<file path="src/rtl/alu_req_arbiter.sv">
// alu_req_arbiter: round-robin sequencer sharing one 4-bit ALU between two requesters with ack watchdog
module alu_req_arbiter #(
  parameter int ACK_TIMEOUT = 15,
  parameter int TO_W = 4
) (
  input  logic       clk,
  input  logic       rst,
  input  logic [1:0] req,
  input  logic [3:0] op0,
  input  logic [3:0] a0,
  input  logic [3:0] b0,
  input  logic [3:0] op1,
  input  logic [3:0] a1,
  input  logic [3:0] b1,
  output logic [1:0] gnt,
  output logic [1:0] rsp_valid,
  input  logic [1:0] rsp_ack,
  output logic [3:0] rsp_out,
  output logic       rsp_cout,
  output logic [3:0] alu_opcode,
  output logic [3:0] alu_a,
  output logic [3:0] alu_b,
  input  logic [3:0] alu_out,
  input  logic       alu_cout,
  output logic       busy,
  output logic       timeout_err,
  output logic [7:0] op_count
);
  typedef enum logic [1:0] {IDLE, EXEC, RESP} state_t;
  state_t state;
  logic winner;
  logic last;
  logic [TO_W-1:0] wd;
  logic pick;
  logic ack_hit;
  logic expire;
  // winner selection: lone requester wins, contention goes to the one not served last
  always_comb begin
    pick = (req == 2'b11) ? ~last : req[1];
    ack_hit = rsp_ack[winner];
    expire = (ACK_TIMEOUT > 0) && (wd == TO_W'(ACK_TIMEOUT - 1));
  end
  assign busy = state != IDLE;
  // grant, operand launch, result capture and response handshake
  always_ff @(posedge clk or posedge rst) begin
    if (rst) begin
      state <= IDLE;
      winner <= 1'b0;
      last <= 1'b1;
      wd <= '0;
      gnt <= 2'b00;
      rsp_valid <= 2'b00;
      rsp_out <= 4'h0;
      rsp_cout <= 1'b0;
      alu_opcode <= 4'h0;
      alu_a <= 4'h0;
      alu_b <= 4'h0;
      timeout_err <= 1'b0;
      op_count <= 8'h00;
    end else begin
      case (state)
        IDLE: if (req != 2'b00) begin
          alu_opcode <= pick ? op1 : op0;
          alu_a <= pick ? a1 : a0;
          alu_b <= pick ? b1 : b0;
          gnt <= pick ? 2'b10 : 2'b01;
          winner <= pick;
          state <= EXEC;
        end
        EXEC: begin
          gnt <= 2'b00;
          rsp_out <= alu_out;
          rsp_cout <= alu_cout;
          rsp_valid <= winner ? 2'b10 : 2'b01;
          wd <= '0;
          state <= RESP;
        end
        RESP: if (ack_hit) begin
          rsp_valid <= 2'b00;
          last <= winner;
          op_count <= op_count + 8'd1;
          wd <= '0;
          state <= IDLE;
        end else if (expire) begin
          rsp_valid <= 2'b00;
          timeout_err <= 1'b1;
          last <= winner;
          wd <= '0;
          state <= IDLE;
        end else if (ACK_TIMEOUT > 0) begin
          wd <= wd + 1'b1;
        end
        default: state <= IDLE;
      endcase
    end
  end
endmodule

</file>
<file path="config.mk">
export PLATFORM = sky130hd
export DESIGN_NAME = alu_req_arbiter
export DESIGN_NICKNAME = d
export VERILOG_FILES = /design/src/rtl/alu_req_arbiter.sv
export SDC_FILE = /design/constraint.sdc
export NUM_CORES = 1
export LEC_CHECK = 0
export ABC_AREA = 1
export CAP_MARGIN = 20
export CORE_MARGIN = 2
export CORE_UTILIZATION = 45
export CTS_BUF_LIST = sky130_fd_sc_hd__clkbuf_4 sky130_fd_sc_hd__clkbuf_8
export CTS_CLUSTER_SIZE = 28
export DETAILED_ROUTE_END_ITERATION = 10
export GPL_TIMING_DRIVEN = 0
export PLACE_DENSITY_LB_ADDON = 0.08
export SLEW_MARGIN = 15
export SYNTH_ARGS = -nofsm -noshare
export SYNTH_HDL_FRONTEND = slang
export SYNTH_SLANG_ARGS = --single-unit
</file>
<file path="constraint.sdc">
create_clock -name clk -period 3.33 [get_ports clk]
set_input_delay 0.333 -clock clk [delete_from_list [all_inputs] [get_ports clk]]
set_output_delay 0.333 -clock clk [all_outputs]
set_load 0.03 [all_outputs]
</file>
# Word level (Yosys, flattened, before mapping)
# Index checks and enable logic that the tools add are counted.
[word_totals]
regBits = 38
inputBits = 35
out_inout_bits = 31
elab_cells = 57
[classes]
addsub = 2
n_lt_le_gt_ge = 1
eq_ne = 6
mux = 20
n_bitwise = 2
n_reduce_logical = 13
[ops]
columns = ["operator", "count"]
rows = [
  ["$mux W4", 5],
  ["$mux W2", 6],
  ["$reduce_and A2 Y1", 6],
  ["$reduce_bool A2 Y1", 5],
  ["$add A8 B1 Y8 const B", 1],
  ["$pmux W2 S2", 2],
  ["$pmux W4 S2", 1],
  ["$pmux W2 S3", 1],
  ["$mux W1", 5],
  ["$add A4 B1 Y4 const B", 1],
  ["$eq A2 B2 Y1 const B", 2],
  ["$eq A4 B4 Y1 const B", 1],
  ["$ne A3 B3 Y1 const B", 1],
  ["$reduce_and A3 Y1", 1],
  ["$eq A2 B1 Y1 const B", 1],
  ["$logic_not A2 Y1", 1],
  ["$lt A1 B2 Y1 const B", 1],
  ["$ne A2 B2 Y1 const B", 1],
  ["$not A1 Y1", 2],
]

# Depth between registers and ports, before layout
[depth]
word_depth = 5
mapped_depth = 8
ltp_nobuf = 8

# Least setup slack after synthesis
# OpenSTA, ideal clock, no wires.
[synth_path]
path_type = "reg-to-reg"
from = "register op_count[0]"
to = "register op_count[4]"
setup_ns = 0.123
arrival_time_ns = 1.170
required_time_ns = 3.207
setup_slack_ns = 2.037
path_stages_with_launch = 7
path_buffers = 0
synth_period_minus_slack_ns = 1.293
cell_sequence = "dfrtp_1 ha_1 inv_1 nor2_1 inv_1 o21ai_0 nand2_1"
[synth_via]
elab_chain_cells = 1
[synth_lines]
columns = ["item", "line_no", "source"]
rows = [
  ["start, declared", "27", "output logic [7:0] op_count"],
  ["start signal, assigned", "81", "op_count <= op_count + 8'd1;"],
  ["$add A8 B1 Y8", "81", ""],
]
# Every way passes these cells.
# A chain may end at the register's enable or synchronous reset.

# Worst setup path in the final report
[layout_path]
from = "register state[0]"
to = "output port busy"
[layout_via]
elab_chain_cells = 1
[layout_lines]
columns = ["item", "line_no", "source"]
rows = [
  ["start, declared", "30", "state_t state;"],
  ["start signal, assigned", "47", "state <= IDLE;"],
  ["start signal, assigned", "68", "state <= EXEC;"],
  ["start signal, assigned", "76", "state <= RESP;"],
  ["$reduce_bool A2 Y1", "43", "assign busy = state != IDLE;"],
  ["end, declared", "25", "output logic busy,"],
]
# Every way passes these cells.

==> flow_summary.yaml <==
routing:
  drc: 0
  detailroute.via_count: 1764
  avgViaCountPerCell: 4.79
  ant_nets: 0
  wirelength_um: 4370
  drtPass1Iterations: 4
  routed_wirelength_normalized_by_instance_count_um: 11.9
  drt_iter0_markers: 79
yosys:
  synth_sequential_area_ratio_pct: 48.2
  synth.largest_area_cell: "dfrtp_1"
  synth_async_sr_flop_share_pct: 100
  synth_top_cells_by_area: "dfrtp_1 (47%), nand2_1 (18%), inv_1 (5.5%)"
  yosys_most_used_dff: "dfrtp_1"
  netlist-cell-type-count: 26
  syn-mean-instance-area_um2: 8.10
  synth_nets: 286
  synthesized_instance_count: 244
  synthesis.area_um2: 1980
  netlist.area_leader.share_pct: 46.9
  postSynthRegisterBits: 38
  yosys_warnings: 0
  synth_enable_flop_cells: 0
run:
  drv_cap: 0
timing:
  timing.final.max_slew_violations: 0
  rsz0062_at_grt: "false"
  timing.final.crit_share_pct: 63.8
  final_setup_violation_count: 0
  timing.hold.ws_ns: 0.328
  max-slew-margin-rel_pct: 76.3
  totalNegativeSetupSlack_ns: 0
  timing.final.crit_period_ns: 2.12
  max_freq_mhz: 471
  finalHoldViolCount: 0
  finClkSkew_ns: 0.00361
  tightest_slew_ns: 0.355
pwr:
  power_per_cell_area_nw_per_um2: 835
  power.leakage_nw: 1.36
  power.ir.vdd_worst_uv: 427
layout:
  area_delta_synth_final_pct: 41.0
  fill_cells: 404
  sequential_cell_area_um2: 952
  final_net_count: 358
  layout-drive-gt1-share_pct: 7.91
  antennaDiodeCount: 0
  multiInputGateArea_um2: 846
floorplan:
  fp.coreArea_um2: 4290
  floorplan.die_area_um2: 4940
  fp-row-count: 24
  fp.dieW_um: 70.3
  initial_core_util_pct: 46.0
  floorplan.io_pins: 66
  chipHeight_um: 70.3
clock_tree:
  cts_max_path_buffers: 2
  tritoncts_clock_tree: "done"
  insertion_delay_ns: 0.28
  cts_made_buffers: 5
  clk_pin_slew_worst_paths_ns: 0.07
  cts-resized-gates: 0
  clkSinkCount: 38
  cts_hold_buffers: 0
  cts_htree_levels: 2
  post_cts.repair.setup_buffers: 0
  cts.root.buffer_cell: "clkbuf_8"
setup_path:
  reg2regPathDepth: 6
  required_time_worst_endpoint_ns: 3.00
  critical_path.endpoint_type: "output port"
  crit_fanout: 5
  worst_ep_arrival_time_ns: 1.79
  criticalPathCategory: "flop to output port"
  setup.worst_path.start_class: "flop"
global_routing:
  antenna_found_initial: 0
  global_route.usage.total_pct: 19.2
  grt_max_degree: 25
  grt_pass1_wl_um: 7530
  global_route.overflow_total: 0
  number_of_global_route_vias_before_repair: 1711
min_path:
  hold_class: "input port to async pin"
placed_design:
  buffer_ports.inserted: 64
  routabilityCongestion: 0.759
  dp_hpwl_um: 3260
run_status:
  status: "complete, no violations"
cell usage after synthesis, types with 3 or more instances:
cell type / count
o211ai_1: 8
nand4_1: 4
nand2_1: 93
buf_2: 3
nand3_1: 20
o21ai_0: 7
nor2_1: 8
o21a_1: 4
ha_1: 7
inv_1: 29
dfrtp_1: 37
buf_6: 3
o21bai_1: 3
critical path, cell delays in order, from the launching register on:
cell	delay [ns]
dfrtp_1	0.38
inv_1	0.09
ha_1	0.29
inv_1	0.08
clkdlybuf4s50_1	0.66
cells in the final DEF, fill, tap and decap left out:
cell             instances
a21boi_0                 1
a21oi_1                  1
buf_12                   1
buf_2                    3
buf_4                    1
buf_6                    3
clkbuf_2                 1
clkbuf_4                 2
clkbuf_8                 5
clkdlybuf4s50_1         64
dfrtp_1                 37
dfstp_2                  1
ha_1                     7
inv_1                   28
inv_2                    3
nand2_1                 93
nand2_2                  2
nand2_4                  2
nand3_1                 20
nand3b_1                 2
nand4_1                  4
nor2_1                   8
nor3_1                   1
o211ai_1                 8
o21a_1                   4
o21ai_0                  7
o21ai_1                  1
o21ai_4                  1
o21bai_1                 3
xnor2_1                  2
final timing paths:
| check | to | start | slack, ns |
|---|---|---|---|
| worst max-delay path | busy | state[0] | 1.21 |
| worst min-delay path | op_count[3] | rst | 0.33 |
| worst max register to register | gnt[0] | state[1] | 1.82 |
| worst min register to register | rsp_out[1] | rsp_out[1] | 0.48 |
| max in group asynchronous | last | rst | 2.49 |
| min in group clk | gnt[1] | req[1] | 0.37 |
report_power, final:
part / switching [mW] / internal, mW / leakage, nW / total (mW)
Combinational: 0.745 / 0.504 / 0.837 / 1.25
Sequential: 0.118 / 0.641 / 0.473 / 0.759
Clock: 0.156 / 0.161 / 0.0452 / 0.317
logic make-up after synthesis:
group	synth area share, %
adder cells (fa/ha/maj)	4.43
buffers and inverters	8.99
flip-flops	48.2
AND/OR/NAND/NOR	28.3
XOR/XNOR	0.887
AO/OA/AOI/OAI	9.18
cell type report:
| type | count | share of cell area (%) |
|---|---|---|
| buffer | 8 | 2.20 |
| tap | 52 | 2.34 |
| sequential | 38 | 34.2 |
| multi-input combinational | 167 | 30.4 |
| inverter | 31 | 4.18 |
| clock buffer | 7 | 3.01 |
| timing repair buffer | 65 | 23.7 |
state kept, by name, summed over array words and instances (netlist names):
register and cells:
last 1, rsp_cout 1, timeout_err 1, rsp_valid 2, winner 1, state 2, rsp_out 4, op_count 8
alu_opcode 4, gnt 2, wd 4, alu_a 4, alu_b 4
metrics by stage:
| step | setup slack [ns] | util [%] | area [um^2] | power (mW) | std cells |
|---|---|---|---|---|---|
| 3_3_place_gp | 1.26 | 62.4 | 2680 | 2.00 | 360 |
| 6_report | 1.21 | 64.9 | 2790 | 2.32 | 368 |
| 3_5_place_dp | 1.51 | 62.9 | 2700 | 2.03 | 361 |
| 4_1_cts | 1.19 | 64.9 | 2790 | 2.35 | 368 |
| 2_1_floorplan | 2.04 | - | 1980 | 1.54 | 244 |
| 5_1_grt | 1.11 | 64.9 | 2790 | 2.49 | 368 |
per-layer routing:
layer	GRT usage, %	up-vias	part of all wire [%]
li1	-	910	-
met1	24.8	807	46
met2	31.0	38	48
met3	5.19	9	4.5
met4	6.41	0	1.5
met5	0	-	0
(Power assumes the default switching activity.)
